### config.mk
export PLATFORM = sky130hd
export DESIGN_NAME = mavg_decimator
export DESIGN_NICKNAME = d
export VERILOG_FILES = /design/src/rtl/mavg_pkg.sv /design/src/rtl/mavg_hist_ring.sv /design/src/rtl/mavg_decimator.sv
export SDC_FILE = /design/constraint.sdc
export NUM_CORES = 1
export LEC_CHECK = 0
export ABC_AREA = 0
export CORE_ASPECT_RATIO = 0.75
export CORE_MARGIN = 8
export CORE_UTILIZATION = 65
export CTS_CLUSTER_SIZE = 20
export DETAILED_ROUTE_END_ITERATION = 7
export PLACE_DENSITY_LB_ADDON = 0.25
export SETUP_SLACK_MARGIN = 0.3
export SYNTH_ARGS = -nofsm -noshare
export SYNTH_HDL_FRONTEND = slang
export SYNTH_SLANG_ARGS = --single-unit
### constraint.sdc
create_clock -name clk -period 13.9 [get_ports clk]
set_input_delay 2.78 -clock clk [delete_from_list [all_inputs] [get_ports clk]]
set_output_delay 2.78 -clock clk [all_outputs]
set_load 0.03 [all_outputs]
### src/rtl/mavg_pkg.sv
// mavg_pkg
//    Shared sizing helpers and parameter limits for the moving-average
//    decimator (mavg_decimator) and its history ring (mavg_hist_ring).
//    No ports; import with "import mavg_pkg::*;".
package mavg_pkg;

   localparam int MIN_DATA_W    = 2;
   localparam int MAX_LOG2_TAPS = 6;
   localparam int MIN_DECIM     = 1;
   localparam int MAX_DECIM     = 256;

   // The running sum of TAPS signed DATA_W samples needs LOG2_TAPS extra bits.
   function automatic int acc_width(input int data_w, input int log2_taps);
      return data_w + log2_taps;
   endfunction

   // A one-entry ring still needs a one-bit pointer port; it is held at 0.
   function automatic int ptr_width(input int log2_taps);
      return (log2_taps > 0) ? log2_taps : 1;
   endfunction

   function automatic int cnt_width(input int decim);
      return (decim > 1) ? $clog2(decim) : 1;
   endfunction

   function automatic bit params_legal(input int data_w, input int log2_taps,
                                       input int decim, input int round_mode);
      return (data_w >= MIN_DATA_W) &&
             (log2_taps >= 0) && (log2_taps <= MAX_LOG2_TAPS) &&
             (decim >= MIN_DECIM) && (decim <= MAX_DECIM) &&
             ((round_mode == 0) || (round_mode == 1));
   endfunction

endpackage

### src/rtl/mavg_hist_ring.sv
// mavg_hist_ring
//    TAPS x DATA_W circular history buffer. rd_data always shows the entry at
//    wr_ptr (the oldest sample, about to be overwritten); when we=1 that entry
//    is replaced by wr_data on the clock edge. clr zeroes every entry.
// Ports:
//    clk, rst_n       clock, asynchronous active-low reset
//    clr              synchronous clear of all entries (wins over we)
//    we               write wr_data at wr_ptr
//    wr_ptr           entry to read (old) and write (new)
//    wr_data          sample to store
//    rd_data          current contents of entry wr_ptr
module mavg_hist_ring
   import mavg_pkg::*;
#(
   parameter int DATA_W    = 16,
   parameter int LOG2_TAPS = 2,
   parameter int PTR_W     = ptr_width(LOG2_TAPS)
) (
   input  logic                     clk,
   input  logic                     rst_n,
   input  logic                     clr,
   input  logic                     we,
   input  logic [PTR_W-1:0]         wr_ptr,
   input  logic signed [DATA_W-1:0] wr_data,
   output logic signed [DATA_W-1:0] rd_data
);

   localparam int TAPS = 1 << LOG2_TAPS;

   logic signed [DATA_W-1:0] mem_q [TAPS];
   logic signed [DATA_W-1:0] mem_d [TAPS];

   // Next-state of the buffer: clear everything, or overwrite the oldest entry.
   always_comb begin
      mem_d = mem_q;
      if (clr) begin
         for (int i = 0; i < TAPS; i++) begin
            mem_d[i] = '0;
         end
      end else if (we) begin
         mem_d[wr_ptr] = wr_data;
      end
   end

   // History storage; reset brings every entry back to zero.
   always_ff @(posedge clk or negedge rst_n) begin
      if (!rst_n) begin
         for (int i = 0; i < TAPS; i++) begin
            mem_q[i] <= '0;
         end
      end else begin
         mem_q <= mem_d;
      end
   end

   assign rd_data = mem_q[wr_ptr];

endmodule

### src/rtl/mavg_decimator.sv
// mavg_decimator
//    Boxcar moving average over TAPS = 2**LOG2_TAPS samples followed by
//    decimation by DECIM, with optional round-half-up before the final shift.
//    The running sum is kept incrementally: add the new sample, subtract the
//    one leaving the window (read from the history ring).
// Ports:
//    clk, rst_n   clock, asynchronous active-low reset
//    clr          synchronous clear of history, sum and counters (drops in_data)
//    in_valid/in_ready/in_data     input sample handshake
//    out_valid/out_ready/out_data  averaged, decimated result handshake
//    out_warm     result came from a full window of real samples
module mavg_decimator
   import mavg_pkg::*;
#(
   parameter int DATA_W    = 16,
   parameter int LOG2_TAPS = 2,
   parameter int DECIM     = 2,
   parameter int ROUND     = 1
) (
   input  logic                     clk,
   input  logic                     rst_n,
   input  logic                     clr,
   input  logic                     in_valid,
   output logic                     in_ready,
   input  logic signed [DATA_W-1:0] in_data,
   output logic                     out_valid,
   input  logic                     out_ready,
   output logic signed [DATA_W-1:0] out_data,
   output logic                     out_warm
);

   localparam int TAPS    = 1 << LOG2_TAPS;
   localparam int AW      = acc_width(DATA_W, LOG2_TAPS);
   localparam int PW      = ptr_width(LOG2_TAPS);
   localparam int CW      = cnt_width(DECIM);
   localparam int FW      = LOG2_TAPS + 1;
   localparam int RND_OFS = (ROUND != 0) ? (TAPS / 2) : 0;

   if (!params_legal(DATA_W, LOG2_TAPS, DECIM, ROUND)) begin : g_illegal_params
      $error("mavg_decimator: illegal parameter combination");
   end

   logic [PW-1:0]            wr_ptr_q, wr_ptr_d;
   logic [CW-1:0]            dec_cnt_q, dec_cnt_d;
   logic [FW-1:0]            fill_q, fill_d;
   logic signed [AW-1:0]     acc_q, acc_d;
   logic                     out_valid_q, out_valid_d;
   logic signed [DATA_W-1:0] out_data_q, out_data_d;
   logic                     out_warm_q, out_warm_d;

   logic signed [DATA_W-1:0] hist_old;
   logic signed [AW-1:0]     acc_n;
   logic signed [AW-1:0]     rounded;
   logic                     accept;
   logic                     last_phase;

   // Any held result blocks intake, even for samples that would not produce
   // an output, so the window never advances past an unread result.
   assign in_ready   = !clr && !(out_valid_q && !out_ready);
   assign accept     = in_valid && in_ready;
   assign last_phase = (dec_cnt_q == CW'(DECIM - 1));

   assign acc_n   = acc_q + AW'(in_data) - AW'(hist_old);
   assign rounded = acc_n + AW'(RND_OFS);

   mavg_hist_ring #(
      .DATA_W    (DATA_W),
      .LOG2_TAPS (LOG2_TAPS),
      .PTR_W     (PW)
   ) u_hist (
      .clk     (clk),
      .rst_n   (rst_n),
      .clr     (clr),
      .we      (accept),
      .wr_ptr  (wr_ptr_q),
      .wr_data (in_data),
      .rd_data (hist_old)
   );

   // Next-state for sum, pointers and output register. clr beats everything
   // but leaves out_data/out_warm as they were; a load in the same cycle as a
   // consume keeps out_valid high so one result per DECIM samples streams.
   always_comb begin
      wr_ptr_d    = wr_ptr_q;
      dec_cnt_d   = dec_cnt_q;
      fill_d      = fill_q;
      acc_d       = acc_q;
      out_valid_d = out_valid_q;
      out_data_d  = out_data_q;
      out_warm_d  = out_warm_q;
      if (clr) begin
         wr_ptr_d    = '0;
         dec_cnt_d   = '0;
         fill_d      = '0;
         acc_d       = '0;
         out_valid_d = 1'b0;
      end else begin
         if (accept) begin
            acc_d     = acc_n;
            wr_ptr_d  = (TAPS == 1) ? '0 : wr_ptr_q + PW'(1);
            dec_cnt_d = last_phase ? '0 : dec_cnt_q + CW'(1);
            fill_d    = (fill_q == FW'(TAPS)) ? fill_q : fill_q + FW'(1);
         end
         if (accept && last_phase) begin
            out_data_d  = DATA_W'(rounded >>> LOG2_TAPS);
            out_warm_d  = (fill_d == FW'(TAPS));
            out_valid_d = 1'b1;
         end else if (out_valid_q && out_ready) begin
            out_valid_d = 1'b0;
         end
      end
   end

   // State registers; reset discards any pending result.
   always_ff @(posedge clk or negedge rst_n) begin
      if (!rst_n) begin
         wr_ptr_q    <= '0;
         dec_cnt_q   <= '0;
         fill_q      <= '0;
         acc_q       <= '0;
         out_valid_q <= 1'b0;
         out_data_q  <= '0;
         out_warm_q  <= 1'b0;
      end else begin
         wr_ptr_q    <= wr_ptr_d;
         dec_cnt_q   <= dec_cnt_d;
         fill_q      <= fill_d;
         acc_q       <= acc_d;
         out_valid_q <= out_valid_d;
         out_data_q  <= out_data_d;
         out_warm_q  <= out_warm_d;
      end
   end

   assign out_valid = out_valid_q;
   assign out_data  = out_data_q;
   assign out_warm  = out_warm_q;

endmodule

# After elaboration in Yosys (flattened, before gate mapping)
# Cells that the tools add are included.
[op_classes]
order_cmp = 2
bitwise = 2
n_reduce_logical = 12
n_addsub = 6
muxes = 22
n_eq_ne = 2
[op_table]
columns = ["cell", "n"]
rows = [
  ["$mux 64", 2],
  ["$bwmux 64", 1],
  ["$mux 16", 3],
  ["$mux 18", 2],
  ["$bmux 16 s2", 1],
  ["$demux 16 s2", 1],
  ["$add 18x16->18", 1],
  ["$add 18x3->18 const B", 1],
  ["$sub 18x16->18", 1],
  ["$mux 3", 4],
  ["$eq 3x3->1 const B", 2],
  ["$logic_and 1x1->1", 6],
  ["$mux 1", 6],
  ["$mux 2", 2],
  ["$add 3x1->3 const B", 1],
  ["$ge 3x3->1 const B", 1],
  ["$logic_not 1->1", 3],
  ["$lt 3x1->1 const B", 1],
  ["$not 2->3", 1],
  ["$reduce_bool 3->1", 1],
  ["$add 2x1->2 const B", 1],
  ["$reduce_and 2->1", 1],
  ["$reduce_bool 2->1", 1],
  ["$add 1x1->1 const B", 1],
  ["$not 1->1", 1],
]
[totals]
wordCells = 57
in_bits = 21
output_inout_bits = 19
ff_bits = 106

# Longest topological paths before layout
[depth]
ltp_word = 8
mapped_depth = 15
depth_no_buf = 13

# By module
# A second synthesis with hierarchy kept.
[hier_totals]
cells_unflattened = 668
hier_area_um2 = 6816.5
[by_module_without_submodules]
columns = ["module", "cells_per_inst", "seq_area_each_um2", "instances", "area_per_inst_um2"]
rows = [
  ["mavg_decimator", 419, 1051.0, 1, 3542.1],
  ["mavg_hist_ring", 249, 1601.5, 1, 3274.4],
]

# Worst setup path after synthesis
# OpenSTA, ideal clock, no wires.
[synth_path]
path_type = "input port to output port"
startpoint = "input clr"
endpoint = "output in_ready"
stages = 3
path_buffers = 2
t_required_ps = 11120
arrival_ps = 3610
slack_ps = 7510
path_cell_list = "clkbuf_1 clkbuf_1 nor2b_1"
[synth_via]
elab_chain_cells = 2
[synth_rtl]
columns = ["element", "line_no", "rtl"]
rows = [
  ["start, declared", "mavg_decimator.sv:22", "input logic clr,"],
  ["$logic_not 1->1", "mavg_decimator.sv:59", "assign in_ready = !clr && !(out_valid_q && !out_ready);"],
  ["$logic_and 1x1->1", "mavg_decimator.sv:59", ""],
  ["end, declared", "mavg_decimator.sv:24", "output logic in_ready,"],
]
# No other way between the ends.

# Worst setup path in the final report
# Ends and elaborated chain as after synthesis.

==> flow_metrics.tcl <==
set metrics [dict create \
    clock_skew_ns 0.007555 \
    drive_gt1_share_pct 7.953 \
    cpMaxStageDelayCell "buf_4" \
    seq_power_share_pct 24.3 \
    drtIter0Drc 419 \
    rows 32 \
    hold_path.class "reg2reg" \
    fmax_ghz 0.1406 \
    crit_chain "buf_2 -> buf_4 -> nor2b_1 -> clkdlybuf4s50_1" \
    hold_buffers 0 \
    pwr-share-clk_pct 16.8 \
    fin_cells 903 \
    path_max_fanout 92 \
    slew_viol_final 0 \
    n_antenna_cell 0 \
    dieArea_mm2 0.01378 \
    fin_util_pct 72.78 \
    critPathMaxStageDelay_ns 0.72 \
    synthCells 749 \
    overflow 0 \
    clk_pin_slew_worst_paths_ns 0.08 \
    synth_area_per_cell_um2 8.895 \
    wl_per_cell_um 17.88 \
    cp-end-kind "output pin" \
    setup_viol 0 \
    cpLargestDelayFamily "buffers and inverters" \
    placedCellCount 887 \
    ys_warn_count 0 \
    tns_ns 0 \
    vias 5387 \
    power_switching_w 0.0007185 \
    yosysUniqueCellTypes 64 \
    port-buffer-count 39 \
    die_h_um 103.7 \
    status "complete, no violations" \
    coreArea_mm2 0.01013 \
    clk_path_buf_depth 2 \
    fin_area_mm2 0.007372 \
    cp.arrival_ns 4.33 \
    maxSlewHeadroom_pct 24.03 \
    grt_pass1_vias 5607 \
    synth_top_flop_cell "dfrtp_1" \
    grtUsageTotal_pct 24.18 \
    synth_nets 813 \
    max-vdd-ir-drop_uv 125.5 \
    clock_latency_ns 0.35 \
    final_nets 826 \
    numCtsBuffers 9 \
    post_cts_resized 0 \
    start_kind "input port" \
    routed_wl_um 16150 \
    drcViolationCount 0 \
    hpwl_um 11130 \
    place_congestion 0.9255 \
    start_util_pct 65.77 \
    worstPathRequired_ns 11.12 \
    async_flop_share_pct 100.0 \
    switching_share_pct 45.34 \
    fin_crit_sh_pct 51.17 \
    cts_tree "done" \
    power_per_cell_area_mw_per_mm2 215.0 \
    netlist_area_mm2 0.006663 \
    final.min_clock_period_ns 7.112 \
    area_growth_syn_to_layout_pct 10.65 \
    worst_slew_pin_slew_ns 1.137 \
    dpl_cell_area_mm2 0.007066 \
    drt_pass1_iterations 5 \
    clkSinkCount 106 \
    maxCapViolCount 0 \
    synth_seq_cells 106 \
    crit_type "in2out" \
    p_int_w 0.0008662 \
    rsz0062_at_grt "false" \
    yosysSeqAreaShare_pct 39.81 \
    ios 40 \
    cts_root_buf "clkbuf_16" \
    power_leakage_nw 3.208 \
    cts.htree.levels 3 \
    die_w_um 132.9 \
    post_cts_buffers 0 \
    grt_pass1_wl_um 27210 \
    worstPathBufferInverterCount 3 \
    combPwrFrac_pct 58.9 \
    synth-edff-count 0 \
    antenna_found_initial 0 \
    routed_via_density 5.966 \
    hold_violations 0 \
    ant_nets 0 \
    grt_max_degree 93 \
]
## power groups by stage
stage / combinational, W / sequential [W] / clock, W
floorplan: 0.000670 / 0.000427 / 0
global placement: 0.000890 / 0.000388 / 0
detailed placement: 0.000915 / 0.000391 / 0
CTS: 0.000926 / 0.000385 / 0.000270
global route: 0.00103 / 0.000392 / 0.000283
finish: 0.000934 / 0.000385 / 0.000266
## sequential cells by signal (all words and copies together) (netlist names)
register / cells
dec_cnt_q: 1
acc_q: 18
out_valid: 1
out_warm: 1
fill_q: 3
u_hist.mem_q: 64
wr_ptr_q: 2
out_data: 16
## final timing paths
kind / startpoint / endpoint / slack, ns / cells after the start
worst max-delay path: clr / in_ready / 6.79 / 4
worst min-delay path: out_warm$_DFFE_PN0P_ / out_warm$_DFFE_PN0P_ / 0.48 / 2
worst max register to register: wr_ptr_q[1]$_DFFE_PN0P_ / out_data[14]$_DFFE_PN0P_ / 9.17 / 12
worst min register to register: out_warm$_DFFE_PN0P_ / out_warm$_DFFE_PN0P_ / 0.48 / 2
max in group asynchronous: rst_n / acc_q[11]$_DFFE_PN0P_ / 10.26 / 2
min in group asynchronous: rst_n / u_hist.mem_q[19]$_DFFE_PN0P_ / 2.44 / 1
## cell usage after synthesis (all sizes together) (3+ instances only)
library cell    n  area share, %
nand4           3           0.28
nor3            9           0.68
fa             17            5.1
a21o            6           0.94
nand2b          3           0.28
nand3           8           0.68
nor2           33            1.9
nor2b           3           0.39
nor3b           3           0.34
mux2            3           0.51
a21oi         100            7.6
clkbuf         33            2.0
nand2         186             10
dfrtp         106             40
o211ai          8           0.98
a211oi          8           0.98
a311o           3           0.45
a31oi           5           0.47
and2           10           0.98
ha             26            4.9
xor2           12            1.7
o21a            3           0.34
o21ai          19            1.6
inv            76            4.3
xnor2          19            2.5
mux4           16            5.4
buf             7           0.58
## layout by cell type, fill, tap and decap left out, types with 8 or more instances in the layout
| master | synthesis | routed |
|---|---|---|
| o21ai_0 | 16 | 16 |
| nor2_1 | 33 | 33 |
| inv_1 | 76 | 76 |
| fa_1 | 17 | 17 |
| xnor2_1 | 19 | 19 |
| nand2_1 | 186 | 186 |
| and2_1 | 8 | 8 |
| ha_1 | 26 | 26 |
| nor3_1 | 9 | 9 |
| mux4_2 | 16 | 16 |
| clkbuf_16 | 0 | 9 |
| clkdlybuf4s50_1 | 0 | 37 |
| xor2_1 | 11 | 11 |
| a21oi_1 | 99 | 99 |
| dfrtp_1 | 106 | 106 |
## stage by stage
stage	setup slack [ns]	hold slack, ns	total power [W]
6_report	6.788	0.4787	0.001585
5_1_grt	6.710	0.5208	0.001702
4_1_cts	6.785	0.4837	0.001581
3_5_place_dp	6.790	0.4661	0.001306
3_3_place_gp	6.831	0.4662	0.001278
2_1_floorplan	7.510	0.4802	0.001097
## tightest hold or removal path, cell delays in order (launching register included)
cell     delay (ns)
dfrtp_1        0.34
nand2_1        0.05
o31ai_1        0.05
## layer usage
layer  up-vias  GRT usage, %  wire length, µm
met2       167         40.91             8317
met1      2679         30.19             6710
li1       2511             -                -
met3        30         5.357              866
met5         -             0                0
met4         0         7.680              254
## logic make-up (layout without fill, tap and decap cells)
family | after synthesis | after routing | share of synthesized area [%]
simple gates | 268 | 268 | 17.56
flops | 106 | 106 | 39.81
xor+xnor | 31 | 31 | 4.188
fa+ha+maj | 43 | 43 | 9.991
compound gates | 165 | 165 | 15.51
buf+inv | 116 | 134 | 6.873
mux | 20 | 20 | 6.066
## layout make-up
cell class                 instances  area, µm²
clock inverter                     7      81.33
sequential                       106       2653
fill                             764       2758
tap                              136      170.2
timing repair buffer              42      405.4
clock buffer                       9      225.2
multi-input combinational        527       3552
inverter                          76      285.3
No activity file was read; power rests on OpenSTA's default activity.
